### config.mk
export PLATFORM = sky130hd
export DESIGN_NAME = mem_bus_arbiter
export DESIGN_NICKNAME = d
export VERILOG_FILES = /design/src/rtl/mem_bus_arbiter.sv
export SDC_FILE = /design/constraint.sdc
export NUM_CORES = 1
export LEC_CHECK = 0
export ABC_AREA = 1
export BUFFER_PORTS_ARGS = -buffer_cell sky130_fd_sc_hd__buf_2
export CORE_MARGIN = 2
export CORE_UTILIZATION = 45
export CTS_BUF_LIST = sky130_fd_sc_hd__clkbuf_4 sky130_fd_sc_hd__clkbuf_8
export DETAILED_ROUTE_END_ITERATION = 8
export PLACE_DENSITY = 0.73
export SYNTH_ARGS = -nofsm -noshare
export SYNTH_HDL_FRONTEND = slang
export SYNTH_SLANG_ARGS = --single-unit
### constraint.sdc
create_clock -name clk -period 3 [get_ports clk]
set_input_delay 0.3 -clock clk [delete_from_list [all_inputs] [get_ports clk]]
set_output_delay 0.3 -clock clk [all_outputs]
set_load 0.1 [all_outputs]
### src/rtl/mem_bus_arbiter.sv
// ---------------------------------------------------------------------------
// mem_bus_arbiter
//
// Shares one single-port main memory between the multicycle CPU and a
// DMA/display requester. Each requester's request is captured into its own
// command register and a pending bit is set. Whenever the arbiter is idle, one
// pending requester is granted. The memory is then strobed for MEM_LAT cycles.
// A one-cycle ok pulse follows, and on reads it comes with registered read data.
//
// Configuration macro: CPU_PRIORITY_EN
//   undefined : round-robin between CPU and DMA on a tie (default build)
//   defined   : CPU always wins a tie; DMA may be starved
//
// Parameters:
//   AW      address width
//   DW      data width
//   MEM_LAT cycles mem_en is held per access (1..15)
//
// Ports:
//   clk, rst_n                  clock (rising edge), async active-low reset
//   cpu_req/we/half/addr/wdata  CPU command inputs
//   cpu_ok, cpu_rdata           CPU completion pulse and read data
//   dma_req/we/addr/wdata       DMA command inputs (DMA is always word access)
//   dma_ok, dma_rdata           DMA completion pulse and read data
//   mem_en/we/half/addr/wdata   memory strobe and command
//   mem_rdata                   memory read data, valid on last mem_en cycle
//   grant                       current owner: 0=CPU, 1=DMA
//   busy                        high while an access is in ACCESS or DONE
// ---------------------------------------------------------------------------
module mem_bus_arbiter #(
    parameter int AW      = 32,
    parameter int DW      = 32,
    parameter int MEM_LAT = 2
) (
    input  logic          clk,
    input  logic          rst_n,
    input  logic          cpu_req,
    input  logic          cpu_we,
    input  logic          cpu_half,
    input  logic [AW-1:0] cpu_addr,
    input  logic [DW-1:0] cpu_wdata,
    output logic          cpu_ok,
    output logic [DW-1:0] cpu_rdata,
    input  logic          dma_req,
    input  logic          dma_we,
    input  logic [AW-1:0] dma_addr,
    input  logic [DW-1:0] dma_wdata,
    output logic          dma_ok,
    output logic [DW-1:0] dma_rdata,
    output logic          mem_en,
    output logic          mem_we,
    output logic          mem_half,
    output logic [AW-1:0] mem_addr,
    output logic [DW-1:0] mem_wdata,
    input  logic [DW-1:0] mem_rdata,
    output logic          grant,
    output logic          busy
);

    typedef enum logic [1:0] {IDLE, ACCESS, DONE} state_t;

    typedef struct packed {
        logic          we;
        logic          half;
        logic [AW-1:0] addr;
        logic [DW-1:0] wdata;
    } cmd_t;

    localparam logic [3:0] CNT_INIT = 4'(MEM_LAT - 1);

    state_t     state, state_nxt;
    logic [3:0] cnt, cnt_nxt;
    logic       grant_q, grant_nxt;
`ifndef CPU_PRIORITY_EN
    logic       last_grant, last_nxt;
`endif
    logic [1:0] pending;
    cmd_t       cpu_cmd, dma_cmd, sel_cmd;
    logic       finish;

    // The last ACCESS cycle: pending of the owner clears here and its ok
    // rises on this same edge.
    assign finish  = (state == ACCESS) && (cnt == 4'd0);
    assign sel_cmd = grant_q ? dma_cmd : cpu_cmd;

    // State register: FSM state, latency counter, owner and tie-break history.
    always_ff @(posedge clk or negedge rst_n) begin
        if (!rst_n) begin
            state      <= IDLE;
            cnt        <= 4'd0;
            grant_q    <= 1'b0;
`ifndef CPU_PRIORITY_EN
            last_grant <= 1'b1;
`endif
        end else begin
            state      <= state_nxt;
            cnt        <= cnt_nxt;
            grant_q    <= grant_nxt;
`ifndef CPU_PRIORITY_EN
            last_grant <= last_nxt;
`endif
        end
    end

    // Next-state logic: arbitration in IDLE, latency countdown in ACCESS.
    always_comb begin
        state_nxt = state;
        cnt_nxt   = cnt;
        grant_nxt = grant_q;
`ifndef CPU_PRIORITY_EN
        last_nxt  = last_grant;
`endif
        case (state)
            IDLE: begin
                if (pending != 2'b00) begin
                    if (pending == 2'b11) begin
`ifdef CPU_PRIORITY_EN
                        grant_nxt = 1'b0;
`else
                        grant_nxt = ~last_grant;
`endif
                    end else begin
                        grant_nxt = pending[1];
                    end
                    cnt_nxt   = CNT_INIT;
                    state_nxt = ACCESS;
                end
            end
            ACCESS: begin
                if (cnt != 4'd0) begin
                    cnt_nxt = cnt - 4'd1;
                end else begin
`ifndef CPU_PRIORITY_EN
                    last_nxt = grant_q;
`endif
                    state_nxt = DONE;
                end
            end
            DONE:    state_nxt = IDLE;
            default: state_nxt = IDLE;
        endcase
    end

    // Outputs are decoded from the state register alone. An async reset
    // therefore drops mem_en and ok at once, and the memory bus sits at zero
    // outside ACCESS.
    always_comb begin
        mem_en    = 1'b0;
        mem_we    = 1'b0;
        mem_half  = 1'b0;
        mem_addr  = '0;
        mem_wdata = '0;
        cpu_ok    = 1'b0;
        dma_ok    = 1'b0;
        if (state == ACCESS) begin
            mem_en    = 1'b1;
            mem_we    = sel_cmd.we;
            mem_half  = sel_cmd.half;
            mem_addr  = sel_cmd.addr;
            mem_wdata = sel_cmd.wdata;
        end
        if (state == DONE) begin
            cpu_ok = ~grant_q;
            dma_ok = grant_q;
        end
    end

    assign grant = grant_q;
    assign busy  = (state != IDLE);

    // Request capture and read-data return. The finishing owner's pending bit
    // is freed on the edge that raises its ok. A request in that same cycle
    // is therefore accepted as a new command, even though the command
    // register is still selected during this final ACCESS cycle.
    always_ff @(posedge clk or negedge rst_n) begin
        if (!rst_n) begin
            pending   <= 2'b00;
            cpu_cmd   <= '0;
            dma_cmd   <= '0;
            cpu_rdata <= '0;
            dma_rdata <= '0;
        end else begin
            if (finish) begin
                pending[grant_q] <= 1'b0;
                if (!sel_cmd.we) begin
                    if (grant_q) dma_rdata <= mem_rdata;
                    else         cpu_rdata <= mem_rdata;
                end
            end
            if (cpu_req && (!pending[0] || (finish && !grant_q))) begin
                pending[0] <= 1'b1;
                cpu_cmd    <= '{we: cpu_we, half: cpu_half, addr: cpu_addr, wdata: cpu_wdata};
            end
            if (dma_req && (!pending[1] || (finish && grant_q))) begin
                pending[1] <= 1'b1;
                dma_cmd    <= '{we: dma_we, half: 1'b0, addr: dma_addr, wdata: dma_wdata};
            end
        end
    end

endmodule

==> run summary, run 1 <==
status - completed
WP data arrival - 2.45 ns
via count - 8480
DPL Wire Length - 18100 um
worst min-delay path category - input port to register
worst hold margin - 0.0273 ns
Least-Margin Pin Slew - 0.797 ns
grt ovf - 0
average wire per standard cell - 16.5 um
most numerous cell in the Yosys netlist - nand2_1
CTS Buf Count - 36
main area contributors after synthesis - dfrtp_1, nand2_1, nand3_1, a21oi_1, o21ai_1
ys async rst share - 100%
Tmin final - 2.75 ns
Max-slew headroom - 46.8%
share of cells above drive strength 1 - 32.0%
Yosys top cell by area - dfrtp_1
sequential area share after synthesis - 56.9%
PortBufs - 301
Core Region - 19600 sq um
Longest Clk Path Bufs - 3
Post-Route WL - 27500 um
yosys warns - 0
CP required - 2.70 ns
Synth Flop Type - dfrtp_1
crit path max fanout - 34
CP Class - register to output port
GP Congestion - 0.846
Routed Antenna Nets - 0
f_max - 364 MHz
synth unique cells - 29
Die Y - 146 um
area growth from synthesis to layout - 40.8%
Pre-antenna DRT Iters - 5
count of pins over their slew limit - 0
top cells by count, synth - nand2_1, dfrtp_1, nand3_1
Syn Area/Cell - 8.34 sq um
area of the mapped netlist - 9010 sq um
fin crit share - 91.6%
fillers - 1627
Synth Area in Adders - 0.278%
Die ar. - 21200 sq um
Layout Utilization - 64.8%
Boundary Pins - 302
Post-Synth XOR/XNOR Area - 0.0972%
DRC viols - 0
Root Buffer - clkbuf_8
Post-synth EDFFs - 0
# rows - 51
MaxCap Viol Count - 0
unrepaired setup endpoints after global routing - false
initial antenna violation count - 4
Synth Area in Compound Gates - 7.61%
Initial Util - 46.0%
CTS tree - done
vias in the first global route - 8559
final clock skew - 0.0120 ns
hold violation total from the final report - 0
Post-Synth Simple-Gate Area - 28.3%
cell area after layout - 12700 sq um
Clk pin slew, worst setup/hold paths - 0.06 ns
first-pass GRT wire length - 44800 um
# setup viols final - 0
Crit. End Element - output port
Cell Area, Placed - 11800 sq um
Synth top area share - 56.6%
syn nets - 1249
clock sink count - 205
largest family of logic cells by synthesized area - simple AND/OR/NAND/NOR gates
largest net degree at the start of global routing - 85
via/cell ratio - 5.08
H-tree Lvls - 2
Total GRT Usage - 26.1%
fin nets - 1545
die width - 146 um
DRT iter0 DRCs - 532
Mapped Cells - 1080
synthesized flop and latch total - 205
startpoint types - register
post-synthesis mux area share - 0%
Clock Latency Late Sink - 0.51 ns
-- metal layers --
layer	track usage (%)	wire length, um
met1	33.2	11300
met2	44.0	13500
met3	6.11	1900
met4	8.87	762
met5	0	11
-- what timing repair did --
action,4_1_cts,5_1_grt
hold buffers,14,1
resized for setup,0,0
endpoints found under the hold margin,94,1
buffers inserted,0,0
endpoints found under the setup margin,0,0
-- worst paths after layout --
path | startpoint | endpoint | slack [ns] | cells past startpoint
worst max-delay path | grant | mem_addr[20] | 0.25 | 5
worst min-delay path | cpu_addr[16] | cpu_cmd[48] | 0.03 | 3
worst max register to register | grant | cpu_rdata[17] | 0.65 | 5
worst min register to register | cpu_cmd[41] | cpu_cmd[41] | 0.47 | 2
max in group asynchronous | rst_n | cpu_cmd[20] | 1.63 | 3
min in group asynchronous | rst_n | dma_cmd[54] | 0.39 | 2
-- sequential cells by signal, summed over array words and instances (netlist names) --
register,flops
cpu_cmd,66
dma_cmd,65
cpu_rdata,32
dma_rdata,32
cnt,4
pending,2
state,2
grant,1
last_grant,1
-- cells in the final DEF, fill, tap and decap left out, drive strengths merged --
master | netlist | routed
inv | 43 | 42
xor2 | 1 | 1
nand3 | 135 | 135
clkbuf | 22 | 62
a211oi | 1 | 1
nor3 | 2 | 2
nand2 | 470 | 470
clkinvlp | 0 | 2
clkinv | 0 | 2
nor2 | 9 | 9
ha | 2 | 2
o21ai | 68 | 68
o22ai | 1 | 1
nand4 | 2 | 2
dfstp | 1 | 1
o21a | 1 | 1
dfrtp | 204 | 204
diode | 0 | 2
dlygate4sd3 | 0 | 15
a21oi | 64 | 64
buf | 54 | 318
-- cell type report --
class	instances	area [sq um]	share of cell area (%)
Antenna cell	2	5.00	0.0394
Clock buffer	61	746	5.88
Clock inverter	3	20.0	0.158
Inverter	43	163	1.28
Multi-Input combinational cell	756	3460	27.3
Sequential cell	205	5130	40.4
Tap cell	265	332	2.61
Timing Repair Buffer	334	2830	22.3
-- critical path: stages, from the launching register on --
cell     delay, ns
dfrtp_2       0.40
inv_2         0.49
buf_4         0.41
nand2_1       0.08
a21oi_1       0.32
buf_12        0.23
-- stage by stage --
step / instances / TNS [ns] / worst slack (ns)
floorplan: 1080 / -6.14 / -0.436
global placement: 1588 / 0 / 0.763
detailed placement: 1588 / 0 / 0.709
CTS: 1666 / 0 / 0.243
global route: 1669 / 0 / 0.105
finish: 1669 / 0 / 0.252
-- cell families (layout without fill, tap and decap cells) --
logic type	after synthesis	in the layout
AOI/OAI and AO/OA	135	135
xor gates and xnor gates	1	1
adders and majority gates	2	2
and+or+nand+nor	618	618
buffers and inverters	119	441
DFF	205	205
other	0	2
Power of run 1 is not shown: default switching activity piles up to over one toggle a cycle in this logic, so the estimate is an artifact.
==> run 2: changes to the inputs <==
==> constraint.sdc (replaced) <==
create_clock -name clk -period 3 [get_ports clk]
set_input_delay 0.45 -clock clk [delete_from_list [all_inputs] [get_ports clk]]
set_output_delay 0.45 -clock clk [all_outputs]
set_load 0.1 [all_outputs]
==> run summary, run 2 (synthesized netlist as in run 1, its figures left out) <==
status - completed
fin cells - 1651
average wire per standard cell - 16.0 um
commonest cells after routing, fill and taps aside - nand2_1, buf_2, dfrtp_1
Clock Latency Late Sink - 0.51 ns
crit path max fanout - 50
fin crit share - 90.7%
Total GRT Usage - 25.2%
reg2reg end - cpu_rdata[24]
hold violation total from the final report - 0
Longest Clk Path Bufs - 3
worst r2r path cells - 7
Post-Route WL - 26500 um
HP Start - cpu_wdata[16]
leading cell type in the layout, fill and taps excluded - nand2_1
unrepaired setup endpoints after global routing - false
clock sink count - 205
share of cells above drive strength 1 - 31.4%
f_max - 368 MHz
MaxCap Viol Count - 0
# setup viols final - 0
CP required - 2.55 ns
Layout Utilization - 63.7%
CP Class - register to output port
CTS tree - done
initial antenna violation count - 6
final clock skew - 0.0190 ns
worst min-delay path category - input port to register
Worst R2R Start - state[0]
H-tree Lvls - 2
max incr delay on CP - 0.45 ns
Initial Util - 46.0%
Max-slew headroom - 46.6%
WP data arrival - 2.27 ns
Root Buffer - clkbuf_8
R2R Setup Slk - 0.77 ns
CTS Buf Count - 36
DRT iter0 DRCs - 564
area growth from synthesis to layout - 38.5%
worst-path cell chain - inv_2 > nor2_4 > clkinv_2 > buf_4 > a21oi_1 > buf_12
Cell Area, Placed - 11700 sq um
grt ovf - 0
hold path endpoint - cpu_cmd[16]
GP Congestion - 0.863
Reg with most FFs - cpu_cmd
DPL Wire Length - 17200 um
via count - 8399
worst hold path depth - 3
fin nets - 1527
Pre-antenna DRT Iters - 5
post-CTS resize count - 0
slowest CP cell - dfrtp_1
Clk pin slew, worst setup/hold paths - 0.06 ns
# rows - 51
startpoint types - register
cell area after layout - 12500 sq um
DRC viols - 0
Least-Margin Pin Slew - 0.802 ns
largest net degree at the start of global routing - 107
Routed Antenna Nets - 0
Cells after DPL - 1584
Boundary Pins - 302
PortBufs - 301
cell family with most CP delay - buffers and inverters
CP bufs+invs - 4
Largest regs - cpu_cmd x66, dma_cmd x65
first-pass GRT wire length - 43600 um
via/cell ratio - 5.09
Crit. End Element - output port
Tmin final - 2.72 ns
vias in the first global route - 8473
die width - 146 um
count of pins over their slew limit - 0
Core Region - 19600 sq um
max reg flops - 66
Die ar. - 21200 sq um
Die Y - 146 um
[run 2: worst max-delay path by stage]
stage                         from             to  slack, ns  cells past startpoint
after global routing         grant  mem_wdata[24]       0.12                      5
after detailed placement  state[0]  cpu_rdata[24]       0.77                      7
after floorplan              grant    mem_addr[3]      -0.59                      4
after global placement    state[0]  mem_wdata[24]       0.80                      6
after CTS                    grant  mem_wdata[24]       0.25                      5
final                     state[0]   mem_addr[13]       0.28                      6
[run 2: worst min-delay path, cell delays in order]
cell,delay [ns]
buf_2,0.07
nand3_1,0.06
nand2_1,0.06
[run 2: layout make-up]
cell class / instances / area, sq um
Clock inverter: 2 / 10.0
Multi-Input combinational cell: 756 / 3440
Clock buffer: 59 / 718
Sequential cell: 205 / 5130
Fill cell: 1635 / 7110
Antenna cell: 5 / 12.5
Tap cell: 265 / 332
Inverter: 43 / 163
Timing Repair Buffer: 316 / 2670
[run 2: through the flow]
stage               hold slack (ns)  setup slack (ns)  setup TNS (ns)
finish                        0.173             0.279               0
floorplan                     0.154            -0.586          -14.21
global placement              0.261             0.797               0
global route                  0.160             0.122               0
detailed placement            0.262             0.767               0
CTS                           0.147             0.247               0
[run 2: per-layer routing]
metal | GRT usage [%] | share of wire (%) | vias to the layer above
met5 | 0 | 0.11 | -
met4 | 8.58 | 2.5 | 4
met3 | 7.40 | 9.9 | 54
met2 | 40.4 | 47 | 391
met1 | 33.1 | 41 | 3936
li1 | - | - | 4014
[run 2: timing repair]
| action | 4_1_cts | 5_1_grt |
|---|---|---|
| hold endpoints to repair | 1 | 0 |
| buffers inserted | 0 | 0 |
| hold buffers | 1 | 0 |
Power of run 2 is left out for the same reason.
==> run 3: changes to the inputs <==
ABC_AREA = default   (was 1)
==> run summary, run 3 <==
worst-path cell chain - nand2b_4 > buf_4 > nor2_4 > buf_2
Least-Margin Pin Slew - 0.629 ns
leading cell type in the layout, fill and taps excluded - buf_2
fin nets - 1106
vias in the first global route - 6159
Die Y - 144 um
DRC viols - 0
synth unique cells - 33
share of cells above drive strength 1 - 61.4%
H-tree Lvls - 2
post-CTS resize count - 0
Die ar. - 20900 sq um
Crit. Startpoint - state[1]
max reg flops - 66
synthesized flop and latch total - 205
initial antenna violation count - 3
via/cell ratio - 4.83
Longest Clk Path Bufs - 3
PortBufs - 301
fin cells - 1227
Worst R2R Start - cnt[0]
worst min-delay path category - input port to register
max incr delay on CP - 0.43 ns
area growth from synthesis to layout - 34.1%
Max-slew headroom - 58.0%
grt ovf - 0
top cells by count, synth - dfrtp_1, mux2_2, nor2_1
Initial Util - 45.7%
Cell Area, Placed - 11100 sq um
ys async rst share - 100%
fillers - 1628
yosys warns - 0
DPL Wire Length - 14600 um
Routed Antenna Nets - 0
slowest CP cell - dfrtp_1
register area - 5130 sq um
Reg with most FFs - cpu_cmd
clock sink count - 205
f_max - 371 MHz
Largest regs - cpu_cmd x66, dma_cmd x65
cell area after layout - 11900 sq um
startpoint types - register
Clk pin slew, worst setup/hold paths - 0.05 ns
Critical Path Sink - mem_addr[4]
status - completed
Cells after DPL - 1161
Total GRT Usage - 19.6%
Crit. End Element - output port
R2R Setup Slk - 0.74 ns
# rows - 51
average wire per standard cell - 17.1 um
die width - 144 um
WP data arrival - 2.24 ns
fin crit share - 89.8%
final clock skew - 0.0183 ns
Mapped Cells - 614
crit path max fanout - 21
Root Buffer - clkbuf_8
most used routing layer - met2
DRT iter0 DRCs - 198
commonest cells after routing, fill and taps aside - buf_2, dfrtp_1, mux2_2
Core Region - 19400 sq um
MaxCap Viol Count - 0
Synth Flop Type - dfrtp_1
unrepaired setup endpoints after global routing - false
Synth top area share - 57.5%
hold violation total from the final report - 0
Post-Route WL - 21000 um
sum of negative setup slack - 0 ns
syn nets - 783
met1 GRT Util - 25.0%
first-pass GRT wire length - 31800 um
CP Class - register to output port
M3 GR Usage - 5.13%
CTS tree - done
# setup viols final - 0
Multi-input gate area - 3930 sq um
main area contributors after synthesis - dfrtp_1, mux2_2, mux2_1, mux2i_1, mux2_4
reg2reg end - dma_cmd[31]
count of pins over their slew limit - 0
worst r2r path cells - 6
GP Congestion - 0.813
Post-synth EDFFs - 0
most numerous cell in the Yosys netlist - dfrtp_1
Tmin final - 2.69 ns
Pre-antenna DRT Iters - 4
Yosys top cell by area - dfrtp_1
GR Util met2 - 31.5%
Syn Area/Cell - 14.5 sq um
area of the mapped netlist - 8870 sq um
largest net degree at the start of global routing - 77
Boundary Pins - 302
via count - 5932
CTS Buf Count - 37
CP required - 2.55 ns
Clock Latency Late Sink - 0.51 ns
sequential area share after synthesis - 57.8%
[run 3: through the flow]
step,hold WS (ns),util (%),setup slack (ns)
global route,0.126,61.3,0.187
finish,0.151,61.3,0.305
detailed placement,0.478,57.4,0.627
CTS,0.116,61.2,0.0550
floorplan,0.154,-,-0.0150
global placement,0.467,57.4,0.680
[run 3: worst min-delay path by stage]
stage	start	to	slack [ns]	cells past startpoint
after floorplan	rst_n	cnt[0]	0.15	0
after global placement	dma_cmd[15]	dma_cmd[15]	0.47	1
after detailed placement	dma_cmd[60]	dma_cmd[60]	0.48	1
after CTS	dma_addr[18]	dma_cmd[50]	0.12	2
after global routing	dma_addr[20]	dma_cmd[52]	0.13	2
final	cpu_addr[26]	cpu_cmd[58]	0.15	2
[run 3: logic make-up after synthesis]
family	share of synthesized area [%]
buffers and inverters	2.79
AOI/OAI and AO/OA	1.10
adders and majority gates	0.282
DFF	57.8
muxes	33.6
and+or+nand+nor	4.43
[run 3: timing repair]
item,4_1_cts,5_1_grt
endpoints found under the setup margin,0,4
hold endpoints to repair,71,0
setup buffers,0,1
hold buffers,1,0
[run 3: critical path, delay by kind of cell (launching register included)]
kind	cells	cell delay, ns
buffers and inverters	2	0.80
DFF	1	0.43
and+or+nand+nor	2	0.49
[run 3: cell type report]
| class | instances | share of cell area [%] |
|---|---|---|
| Antenna cell | 2 | 0.0421 |
| Clock buffer | 57 | 5.96 |
| Clock inverter | 5 | 0.231 |
| Inverter | 6 | 0.189 |
| Multi-Input combinational cell | 367 | 33.0 |
| Sequential cell | 205 | 43.2 |
| Tap cell | 265 | 2.79 |
| Timing Repair Buffer | 320 | 14.6 |
[run 3: per-layer routing]
| metal | routed length [um] | share of wire [%] |
|---|---|---|
| met1 | 8780 | 42 |
| met2 | 10200 | 49 |
| met3 | 1330 | 6.3 |
| met4 | 686 | 3.3 |
| met5 | 11 | 0.052 |
Power of run 3 is left out for the same reason.
